`config.mk`:
```
export PLATFORM = sky130hd
export DESIGN_NAME = vga_timing_gen
export DESIGN_NICKNAME = d
export VERILOG_FILES = /design/src/rtl/vga_timing_gen.sv
export SDC_FILE = /design/constraint.sdc
export NUM_CORES = 1
export LEC_CHECK = 0
export ABC_AREA = 1
export CAP_MARGIN = 20
export CORE_UTILIZATION = 25
export DETAILED_ROUTE_END_ITERATION = 10
export PLACE_DENSITY = 0.44
export SLEW_MARGIN = 20
export SYNTH_ARGS = -nofsm -noshare
export SYNTH_HDL_FRONTEND = slang
export SYNTH_SLANG_ARGS = --single-unit
```
`constraint.sdc`:
```
create_clock -name clk -period 2.15 [get_ports clk]
set_clock_uncertainty 0.2 [all_clocks]
set_input_delay 0.215 -clock clk [delete_from_list [all_inputs] [get_ports clk]]
set_output_delay 0.215 -clock clk [all_outputs]
set_load 0.05 [all_outputs]
```
`src/rtl/vga_timing_gen.sv`:
```
// vga_timing_gen: VGA raster timing with pixel-clock-enable divider, one-tick source latency and aligned colour/sync/de outputs.
module vga_timing_gen #(
  parameter int   CLK_DIV  = 4,
  parameter int   H_ACTIVE = 640,
  parameter int   H_FP     = 16,
  parameter int   H_SYNC   = 96,
  parameter int   H_BP     = 48,
  parameter int   V_ACTIVE = 480,
  parameter int   V_FP     = 10,
  parameter int   V_SYNC   = 2,
  parameter int   V_BP     = 33,
  parameter logic HS_POL   = 1'b0,
  parameter logic VS_POL   = 1'b0,
  parameter int   COLOR_W  = 4,
  parameter int   CNT_W    = 11
) (
  input  logic                 clk,
  input  logic                 rstn,
  input  logic                 en,
  input  logic [3*COLOR_W-1:0] pixel_color,
  output logic                 pix_ce,
  output logic [CNT_W-1:0]     x_coord,
  output logic [CNT_W-1:0]     y_coord,
  output logic                 pix_req,
  output logic                 frame_start,
  output logic                 line_start,
  output logic [COLOR_W-1:0]   vga_r,
  output logic [COLOR_W-1:0]   vga_g,
  output logic [COLOR_W-1:0]   vga_b,
  output logic                 hsync,
  output logic                 vsync,
  output logic                 de
);
  localparam int DIV_W = CLK_DIV > 1 ? $clog2(CLK_DIV) : 1;
  localparam logic [DIV_W-1:0] DIV_LAST = DIV_W'(CLK_DIV - 1);
  localparam logic [CNT_W-1:0] H_LAST   = CNT_W'(H_ACTIVE + H_FP + H_SYNC + H_BP - 1);
  localparam logic [CNT_W-1:0] V_LAST   = CNT_W'(V_ACTIVE + V_FP + V_SYNC + V_BP - 1);
  localparam logic [CNT_W-1:0] H_ACT    = CNT_W'(H_ACTIVE);
  localparam logic [CNT_W-1:0] V_ACT    = CNT_W'(V_ACTIVE);
  localparam logic [CNT_W-1:0] HS_BEG   = CNT_W'(H_ACTIVE + H_FP);
  localparam logic [CNT_W-1:0] HS_END   = CNT_W'(H_ACTIVE + H_FP + H_SYNC);
  localparam logic [CNT_W-1:0] VS_BEG   = CNT_W'(V_ACTIVE + V_FP);
  localparam logic [CNT_W-1:0] VS_END   = CNT_W'(V_ACTIVE + V_FP + V_SYNC);
  logic [DIV_W-1:0] div, div_nxt;
  logic [CNT_W-1:0] h_cnt, v_cnt;
  logic             hs_b, vs_b;
  assign div_nxt = (div == DIV_LAST) ? '0 : div + 1'b1;
  // stage A counts, stage B publishes the pre-increment position, stage C presents the previous one
  always_ff @(posedge clk or negedge rstn) begin
    if (!rstn) begin
      div         <= '0;
      pix_ce      <= 1'b0;
      h_cnt       <= '0;
      v_cnt       <= '0;
      x_coord     <= '0;
      y_coord     <= '0;
      pix_req     <= 1'b0;
      hs_b        <= 1'b0;
      vs_b        <= 1'b0;
      frame_start <= 1'b0;
      line_start  <= 1'b0;
      vga_r       <= '0;
      vga_g       <= '0;
      vga_b       <= '0;
      de          <= 1'b0;
      hsync       <= ~HS_POL;
      vsync       <= ~VS_POL;
    end else if (!en) begin
      div         <= '0;
      pix_ce      <= 1'b0;
      h_cnt       <= '0;
      v_cnt       <= '0;
      x_coord     <= '0;
      y_coord     <= '0;
      pix_req     <= 1'b0;
      hs_b        <= 1'b0;
      vs_b        <= 1'b0;
      frame_start <= 1'b0;
      line_start  <= 1'b0;
      vga_r       <= '0;
      vga_g       <= '0;
      vga_b       <= '0;
      de          <= 1'b0;
      hsync       <= ~HS_POL;
      vsync       <= ~VS_POL;
    end else begin
      div         <= div_nxt;
      pix_ce      <= (div_nxt == DIV_LAST);
      frame_start <= 1'b0;
      line_start  <= 1'b0;
      if (pix_ce) begin
        h_cnt       <= (h_cnt == H_LAST) ? '0 : h_cnt + 1'b1;
        if (h_cnt == H_LAST) v_cnt <= (v_cnt == V_LAST) ? '0 : v_cnt + 1'b1;
        x_coord     <= h_cnt;
        y_coord     <= v_cnt;
        pix_req     <= (h_cnt < H_ACT) && (v_cnt < V_ACT);
        hs_b        <= (h_cnt >= HS_BEG) && (h_cnt < HS_END);
        if (h_cnt == '0) vs_b <= (v_cnt >= VS_BEG) && (v_cnt < VS_END);
        line_start  <= (h_cnt == '0);
        frame_start <= (h_cnt == '0) && (v_cnt == '0);
        vga_r       <= pix_req ? pixel_color[COLOR_W-1:0] : '0;
        vga_g       <= pix_req ? pixel_color[2*COLOR_W-1:COLOR_W] : '0;
        vga_b       <= pix_req ? pixel_color[3*COLOR_W-1:2*COLOR_W] : '0;
        de          <= pix_req;
        hsync       <= hs_b ? HS_POL : ~HS_POL;
        vsync       <= vs_b ? VS_POL : ~VS_POL;
      end
    end
  end
endmodule

```
* Word-level counts from Yosys, hierarchy flattened
Cells that the tools add are included.
** Storage, ports and cells
- Output and inout port bits :: 41
- Word-level logic and storage cells :: 83
- Input port bits :: 15
- Register bits after elaboration :: 67
** Operators by class
- $add $sub $neg :: 3
- Multiplexer cells :: 42
- Reduce and logical (&&, ||, !) cells :: 8
- Equal/unequal tests :: 7
- Order comparisons :: 6
** Operators by type and width (count)
- $mux W11 :: 11
- $mux W4 :: 9
- $add A11 B1 Y11 const B :: 2
- $eq A11 B10 Y1 const B :: 2
- $logic_not A11 Y1 :: 2
- $lt A11 B10 Y1 const B :: 2
- $lt A11 B9 Y1 const B :: 2
- $mux W1 :: 20
- $ge A11 B10 Y1 const B :: 1
- $ge A11 B9 Y1 const B :: 1
- $ne A2 B1 Y1 const B :: 3
- $eq A2 B2 Y1 const B :: 2
- $logic_and A1 B1 Y1 :: 4
- $mux W2 :: 2
- $reduce_and A2 Y1 :: 2
- $add A2 B1 Y2 const B :: 1

* Longest topological paths before layout
Gate-level depths: netlist (run 1).
- Depth in word-level cells :: 5
- Gate-level depth with buffers :: 9

* Worst setup path before layout (run 1)
Ideal clock, no wire load.
- Path kind :: flip-flop to flip-flop
- From :: register pix_ce
- To :: register vs_b
- Arrival time :: 1.413 ns
- Cell stages (with the launch flop) :: 8
- Data required time :: 1.831 ns
- Library setup time :: 0.119 ns
- Setup slack :: 0.418 ns
- Path through :: dfrtp_1 inv_2 nor2_2 nand2_1 nor2_2 nand3_1 nand2_1 nor2_1
** Between the ends
- Cells in the longest elaborated chain, start to end :: 2
** Ends and longest elaborated chain
- from (decl) :: line 21 : output logic pix_ce,
- from (signal assigned) :: line 88 : pix_ce <= (div_nxt == DIV_LAST);
- $ne A2 B1 Y1 (no line)
- $reduce_and A2 Y1 (no line)
- to (signal assigned) :: line 98 : if (h_cnt == '0) vs_b <= (v_cnt >= VS_BEG) && (v_cnt < VS_END);
- to (decl) :: line 46 : logic hs_b, vs_b;
Every way passes these cells.
A chain may end at the register's enable or synchronous reset.

* Final worst setup path (run 1)
- From :: register vsync
- To :: output vsync
** RTL lines
- from (decl) :: line 31 : output logic vsync,
- from (signal assigned) :: line 67 : vsync <= ~VS_POL;
- from (signal assigned) :: line 85 : vsync <= ~VS_POL;
- from (signal assigned) :: line 106 : vsync <= vs_b ? VS_POL : ~VS_POL;
No word-level cell between the ends.

==> results of run 1 <==
## per-layer routing
layer,wire length [µm],share of wire,GRT usage,up-vias
li1,-,-,-,1334
met2,3930,0.46,0.237,76
met3,391,0.046,0.0344,8
met5,0,0,0,-
met4,94,0.011,0.0442,0
met1,4060,0.48,0.184,1293
## area by class of cell
class / count / area [µm²] / area share
multi-input combinational: 251 / 1280 / 0.303
sequential: 67 / 1680 / 0.397
tap: 168 / 210 / 0.0497
clock inverter: 7 / 77.6 / 0.0184
inverter: 36 / 135 / 0.0320
clock buffer: 9 / 225 / 0.0533
timing repair buffer: 65 / 618 / 0.146
## metrics by stage
stage | hold WS (ns) | worst slack, ns | util | area [µm²] | std cells
6_report | 0.207 | 0.0625 | 0.347 | 4230 | 603
5_1_grt | 0.251 | 0.0265 | 0.347 | 4230 | 603
4_1_cts | 0.200 | 0.0411 | 0.347 | 4230 | 603
3_5_place_dp | 0.0835 | 0.246 | 0.322 | 3910 | 586
3_3_place_gp | 0.0814 | 0.271 | 0.322 | 3910 | 586
2_1_floorplan | -0.281 | 0.418 | - | 3160 | 366
## sequential cells by signal (all words and copies together), names as in the netlist, 2 cells and up
signal and flops:
h_cnt 11, v_cnt 11, x_coord 11, y_coord 11, vga_b 4, vga_g 4
vga_r 4, div 2
## cell families after synthesis
| kind of cell | Yosys count | synth area share |
|---|---|---|
| adders and majority gates | 6 | 0.0237 |
| buffers and inverters | 48 | 0.0648 |
| AOI/OAI and AO/OA | 48 | 0.0996 |
| xor gates and xnor gates | 3 | 0.00831 |
| DFF | 67 | 0.531 |
| and+or+nand+nor | 194 | 0.273 |
## worst max path at each step
stage,startpoint,to,slack [ns],depth (start not counted)
after floorplan,pix_ce,vs_b,0.42,7
after global placement,en,vga_g[1],0.27,6
after detailed placement,en,vga_g[1],0.25,6
after CTS,vsync,vsync,0.04,1
after global routing,vsync,vsync,0.03,1
final,vsync,vsync,0.06,1
## power by group through the flow
stage	clock network (µW)	logic (µW)	registers (µW)
after floorplan	0	123	1360
after global placement	0	264	1340
after detailed placement	0	267	1340
after CTS	1530	269	1320
after global routing	1580	297	1320
final	1480	263	1320
## cell usage after synthesis
library cell,number,area (µm²)
sky130_fd_sc_hd__o31ai_2,1,12.5
sky130_fd_sc_hd__nor2_8,1,20.0
sky130_fd_sc_hd__nor3_2,1,10.0
sky130_fd_sc_hd__ha_1,6,75.1
sky130_fd_sc_hd__nor4_1,1,6.26
sky130_fd_sc_hd__inv_1,30,113
sky130_fd_sc_hd__buf_2,8,40.0
sky130_fd_sc_hd__buf_6,2,22.5
sky130_fd_sc_hd__clkbuf_1,2,7.51
sky130_fd_sc_hd__nor3_1,10,50.1
sky130_fd_sc_hd__a21oi_1,9,45.0
sky130_fd_sc_hd__dfstp_2,2,52.6
sky130_fd_sc_hd__nand3_2,2,20.0
sky130_fd_sc_hd__nand2_4,1,11.3
sky130_fd_sc_hd__inv_2,6,22.5
sky130_fd_sc_hd__nand3_1,28,140
sky130_fd_sc_hd__nand2_2,1,6.26
sky130_fd_sc_hd__o21ai_0,22,110
sky130_fd_sc_hd__nor2_1,33,124
sky130_fd_sc_hd__a32o_1,12,120
sky130_fd_sc_hd__nand2_1,104,390
sky130_fd_sc_hd__nor2_2,5,31.3
sky130_fd_sc_hd__a22o_1,2,17.5
sky130_fd_sc_hd__xor2_1,3,26.3
sky130_fd_sc_hd__nor3_4,1,16.3
sky130_fd_sc_hd__o21ai_1,2,10.0
sky130_fd_sc_hd__nand4_1,6,37.5
sky130_fd_sc_hd__dfrtp_1,65,1630
## timing repair
action	in CTS	in global routing
hold endpoints to repair	65	0
hold buffers	1	0
setup buffers	0	0
resized for setup	0	0
==> metrics.md, run 1 <==
| Metric | Value |
|---|---|
| Outcome | complete, no violations |
| Die Height | 115 µm |
| TritonCTS clock tree | yes |
| Fin crit share | 0.971 |
| Number of global-route vias before repair | 2,860 |
| Highest net fanout along the worst path | 2 |
| Number of nets in the synthesized netlist | 387 |
| Worst vdd rail ir drop | 0.419 mV |
| Buffers plus inverters on the worst setup path | 1 |
| Largest net degree at the start of global routing | 38 |
| Final global-route overflow total | 0 |
| Distinct cell type count of the synthesized netlist | 28 |
| Number of buffers on the longest clock path | 2 |
| CTS sink count | 67 |
| Die outline width | 115 µm |
| Slew @ Worst Pin | 0.523 ns |
| Worst min-delay path class | flop to flop |
| Internal power contribution | 2280 µW |
| All-layer global routing usage | 0.143 |
| Source of the worst hold timing path | hs_b |
| Die area | 13,100 µm² |
| Combinational power share | 0.086 |
| Start-to-end type of the worst setup path | flop to output pin |
| Number of DRC markers in iteration 0 | 145 |
| Fraction of layout cells with a size suffix above 1 | 0.113 |
| Switching power summed over all nets | 781 µW |
| Tot Pwr | 3060 µW |
| Layout Nets | 451 |
| Power density of the placed cells | 724 nW/µm² |
| Final setup TNS | 0 ns |
| Number of failing setup endpoints in the final timing report | 0 |
| Total Wirelength | 8.47 mm |
| Biggest cell delay along the critical path | 0.81 ns |
| Final Hold Viols | 0 |
| Capturing element type of the critical path | output pin |
| DR WL/cell | 14.0 µm |
| Gate Count Post-Synth | 366 |
| Arrival time of data at the critical path endpoint | 1.67 ns |
| Total via count in the routed design | 2,711 |
| Port buffer count | 55 |
| Commonest non-fill, non-tap cell in the layout | sky130_fd_sc_hd__nand2_1 |
| Clock period minus final worst setup slack | 2.09 ns |
| Leakage power summed over all cells | 0.00194 µW |
| Antenna violations before repair | 0 |
| DRC violation count after routing | 0 |
| Total of warnings raised by yosys | 0 |
| Destination of the worst register-to-register timing path | v_cnt[8] |
| Post-detail-place hpwl | 6.11 mm |
| Highest-count cells in the layout ignoring fill and taps | 104 x sky130_fd_sc_hd__nand2_1, 65 x sky130_fd_sc_hd__dfrtp_1, 52 x sky130_fd_sc_hd__clkdlybuf4s50_1 |
| Critical Path Source Type | flop |
| Max_slew headroom | 0.650 |
| Top-level port count | 56 |
| Seq cells post-synth | 67 |
| Critical path's top delay family | buffers and inverters |
| Fill count | 1,241 |
| Clk slew on worst S/H paths | 0.06 ns |
| First-pass GRT wire length | 14.4 mm |
| R2r worst-path depth | 8 |
| Clock root cell | sky130_fd_sc_hd__clkbuf_16 |
| CP max stage cell | sky130_fd_sc_hd__clkdlybuf4s50_1 |
| Starting density of the core | 0.260 |
| Sequence of cells on the critical path | clkdlybuf4s50_1 |
| Max capacitance violation total | 0 |
| Switching Share | 0.255 |
| Gpl congestion | 0.869 |
| Unrepaired setup endpoints after global routing | false |
| Via/cell ratio | 4.50 |
| Worst Hold Endpoint | hsync |
| Placeable Area | 12,200 µm² |
| Antenna violation net count after detailed routing | 0 |
| Number of pins with negative max-slew slack in the final report | 0 |
| Area Growth Syn to Fin | 33.5% |
| Worst EP required | 1.74 ns |
| Share of power burned in registers | 0.431 |
| Total number of placement rows | 40 |
| Combined area of all synthesized cells | 3160 µm² |
| Number of levels in the clock H-tree | 3 |
| Clock buffers created by TritonCTS | 9 |
| Diodes inserted | 0 |
| Clock Power Share | 0.483 |
| Post-Synthesis Mean Instance Area | 8.65 µm² |
| Sequential cell area fraction in the yosys report | 0.531 |
| Minimum setup slack among reg-to-reg paths | 0.33 ns |
| Fmax | 0.479 GHz |
| Clk_lat worst skew | 0.33 ns |
| Origin of the critical flop-to-flop path | h_cnt[0] |
| Worst hold path depth | 1 |
| Number of optimization iterations in the first detailed-route pass | 4 |
(Power assumes the default switching activity.)
==> run 2: changes to the inputs <==
--- a/config.mk
+++ b/config.mk
@@ -6,8 +6,8 @@
 export NUM_CORES = 1
 export LEC_CHECK = 0
 export ABC_AREA = 1
-export CAP_MARGIN = 20
 export CORE_UTILIZATION = 25
+export CTS_BUF_LIST = sky130_fd_sc_hd__clkbuf_8
 export DETAILED_ROUTE_END_ITERATION = 10
 export PLACE_DENSITY = 0.44
 export SLEW_MARGIN = 20
==> run 2 against run 1 <==
  * Power is 13% lower
  * Sequential power about the same
  * Critical path depth unchanged
  * Clock-buffer cell count unchanged
  * Flip-flop and latch count did not move
  * Via count about the same
  * Wire length barely moved
  * First-iteration DRC count decreased by 19%
  * Utilization decreased by 0.79 points
  * Design area down 2.3%
  * Critical endpoint is now vga_g[0]
  * Cell count is the same
  * Worst setup slack better by 0.14 ns
  * Largest power group is now registers
==> metrics.md, run 2 (synthesis gave the netlist of run 1 again) <==
| Metric | Value |
|---|---|
| Capturing element type of the critical path | output pin |
| Area Growth Syn to Fin | 30.5% |
| Largest net degree at the start of global routing | 38 |
| Die Height | 115 µm |
| Placeable Area | 12,200 µm² |
| Highest net fanout along the worst path | 2 |
| Clock root cell | sky130_fd_sc_hd__clkbuf_8 |
| Port buffer count | 55 |
| Worst EP required | 1.74 ns |
| Worst min-delay path class | flop to flop |
| Unrepaired setup endpoints after global routing | false |
| Die outline width | 115 µm |
| Fraction of layout cells with a size suffix above 1 | 0.113 |
| Number of failing setup endpoints in the final timing report | 0 |
| Clock buffers created by TritonCTS | 9 |
| Switching Share | 0.278 |
| Arrival time of data at the critical path endpoint | 1.53 ns |
| Antenna violations before repair | 0 |
| Number of buffers on the longest clock path | 2 |
| Start point of the critical path | vga_g[0] |
| Number of optimization iterations in the first detailed-route pass | 4 |
| Setup slack after placement | 0.246 ns |
| Total number of placement rows | 40 |
| Setup crit end | vga_g[0] |
| Gpl congestion | 0.869 |
| Number of levels in the clock H-tree | 3 |
| Number of global-route vias before repair | 2,851 |
| Start-to-end type of the worst setup path | flop to output pin |
| Hold WS | 0.206 ns |
| Clk slew on worst S/H paths | 0.08 ns |
| R2r worst-path depth | 8 |
| Switching power summed over all nets | 738 µW |
| Post-route core utilization | 0.340 |
| Die area | 13,100 µm² |
| Diodes inserted | 0 |
| Total Wirelength | 8.47 mm |
| Fin crit share | 0.906 |
| DRC violation count after routing | 0 |
| Highest routing layer actually used | met4 |
| Power density of the placed cells | 642 nW/µm² |
| Max_slew headroom | 0.650 |
| CP max stage cell | sky130_fd_sc_hd__clkdlybuf4s50_1 |
| Origin of the critical flop-to-flop path | h_cnt[0] |
| DR WL/cell | 14.1 µm |
| WL met1 | 4.06 mm |
| Total stage count of the critical path | 1 |
| All-layer global routing usage | 0.143 |
| Critical Path Source Type | flop |
| Antenna violation net count after detailed routing | 0 |
| Starting density of the core | 0.260 |
| Post-detail-place hpwl | 6.11 mm |
| CTS sink count | 67 |
| TritonCTS clock tree | yes |
| Minimum setup slack among reg-to-reg paths | 0.32 ns |
| Max capacitance violation total | 0 |
| First-pass GRT wire length | 14.4 mm |
| Slew @ Worst Pin | 0.523 ns |
| Final worst slack | 0.203 ns |
| Layout Nets | 451 |
| Sequence of cells on the critical path | clkdlybuf4s50_1 |
| Share of power burned in registers | 0.496 |
| Number of pins with negative max-slew slack in the final report | 0 |
| Setup Buffers After CTS | 0 |
| Post-route design area | 4130 µm² |
| Top-level port count | 56 |
| Cell Area, Placed | 3910 µm² |
| Clk_lat worst skew | 0.35 ns |
| Fmax | 0.514 GHz |
| Total via count in the routed design | 2,710 |
| Commonest non-fill, non-tap cell in the layout | sky130_fd_sc_hd__nand2_1 |
| Internal power contribution | 1910 µW |
| Final global-route overflow total | 0 |
| Biggest cell delay along the critical path | 0.81 ns |
| Leakage power summed over all cells | 0.00189 µW |
| Clock period minus final worst setup slack | 1.95 ns |
| Final setup TNS | 0 ns |
| Critical path's top delay family | buffers and inverters |
| Clock Power Share | 0.405 |
| Met2 wire len | 3.93 mm |
| Number of DRC markers in iteration 0 | 118 |
| Final Hold Viols | 0 |
| Via/cell ratio | 4.49 |
| Worst vdd rail ir drop | 0.355 mV |
| Destination of the worst register-to-register timing path | v_cnt[8] |
| Buffers plus inverters on the worst setup path | 1 |
| Highest-count cells in the layout ignoring fill and taps | 104 x sky130_fd_sc_hd__nand2_1, 65 x sky130_fd_sc_hd__dfrtp_1, 50 x sky130_fd_sc_hd__clkdlybuf4s50_1 |
| Outcome | complete, no violations |
| Combinational power share | 0.099 |
| Met3 layer wire length in the routed design | 312 µm |
run 2: final cells by class:
cell class,count,area (µm²)
Clock buffer,9,124
Clock inverter,7,77.6
Fill cell,1264,8030
Inverter,36,135
Multi-Input combinational cell,251,1280
Sequential cell,67,1680
Tap cell,168,210
Timing Repair Buffer,65,623
run 2: per-layer routing:
metal,up-vias,GRT usage
met1,1299,0.183
met4,0,0.0502
met2,65,0.238
met3,15,0.0307
li1,1331,-
met5,-,0
run 2: worst min path at each step:
stage               cells past startpoint    endpoint  slack (ns)  start
floorplan                               0          de       -0.28   rstn
global placement                        2  y_coord[8]        0.08   rstn
detailed placement                      2  y_coord[8]        0.08   rstn
CTS                                     1       hsync        0.20   hs_b
global route                            1       hsync        0.25   hs_b
finish                                  1       hsync        0.21   hs_b
run 2: repair_timing:
| item | 4_1_cts | 5_1_grt |
|---|---|---|
| hold endpoints to repair | 65 | 0 |
| setup endpoints to repair | 0 | 2 |
| resized for setup | 0 | 2 |
| hold buffers | 1 | 0 |
run 2: power groups by stage:
stage               clock [µW]  sequential (µW)  combinational, µW
floorplan                    0             1360                123
global placement             0             1340                264
detailed placement           0             1340                267
CTS                       1120             1320                269
global route              1170             1320                297
finish                    1080             1320                262
run 2: per-stage QoR:
stage,total power [µW],cells
2_1_floorplan,1480,366
3_3_place_gp,1600,586
3_5_place_dp,1610,586
4_1_cts,2700,603
5_1_grt,2780,603
6_report,2650,603
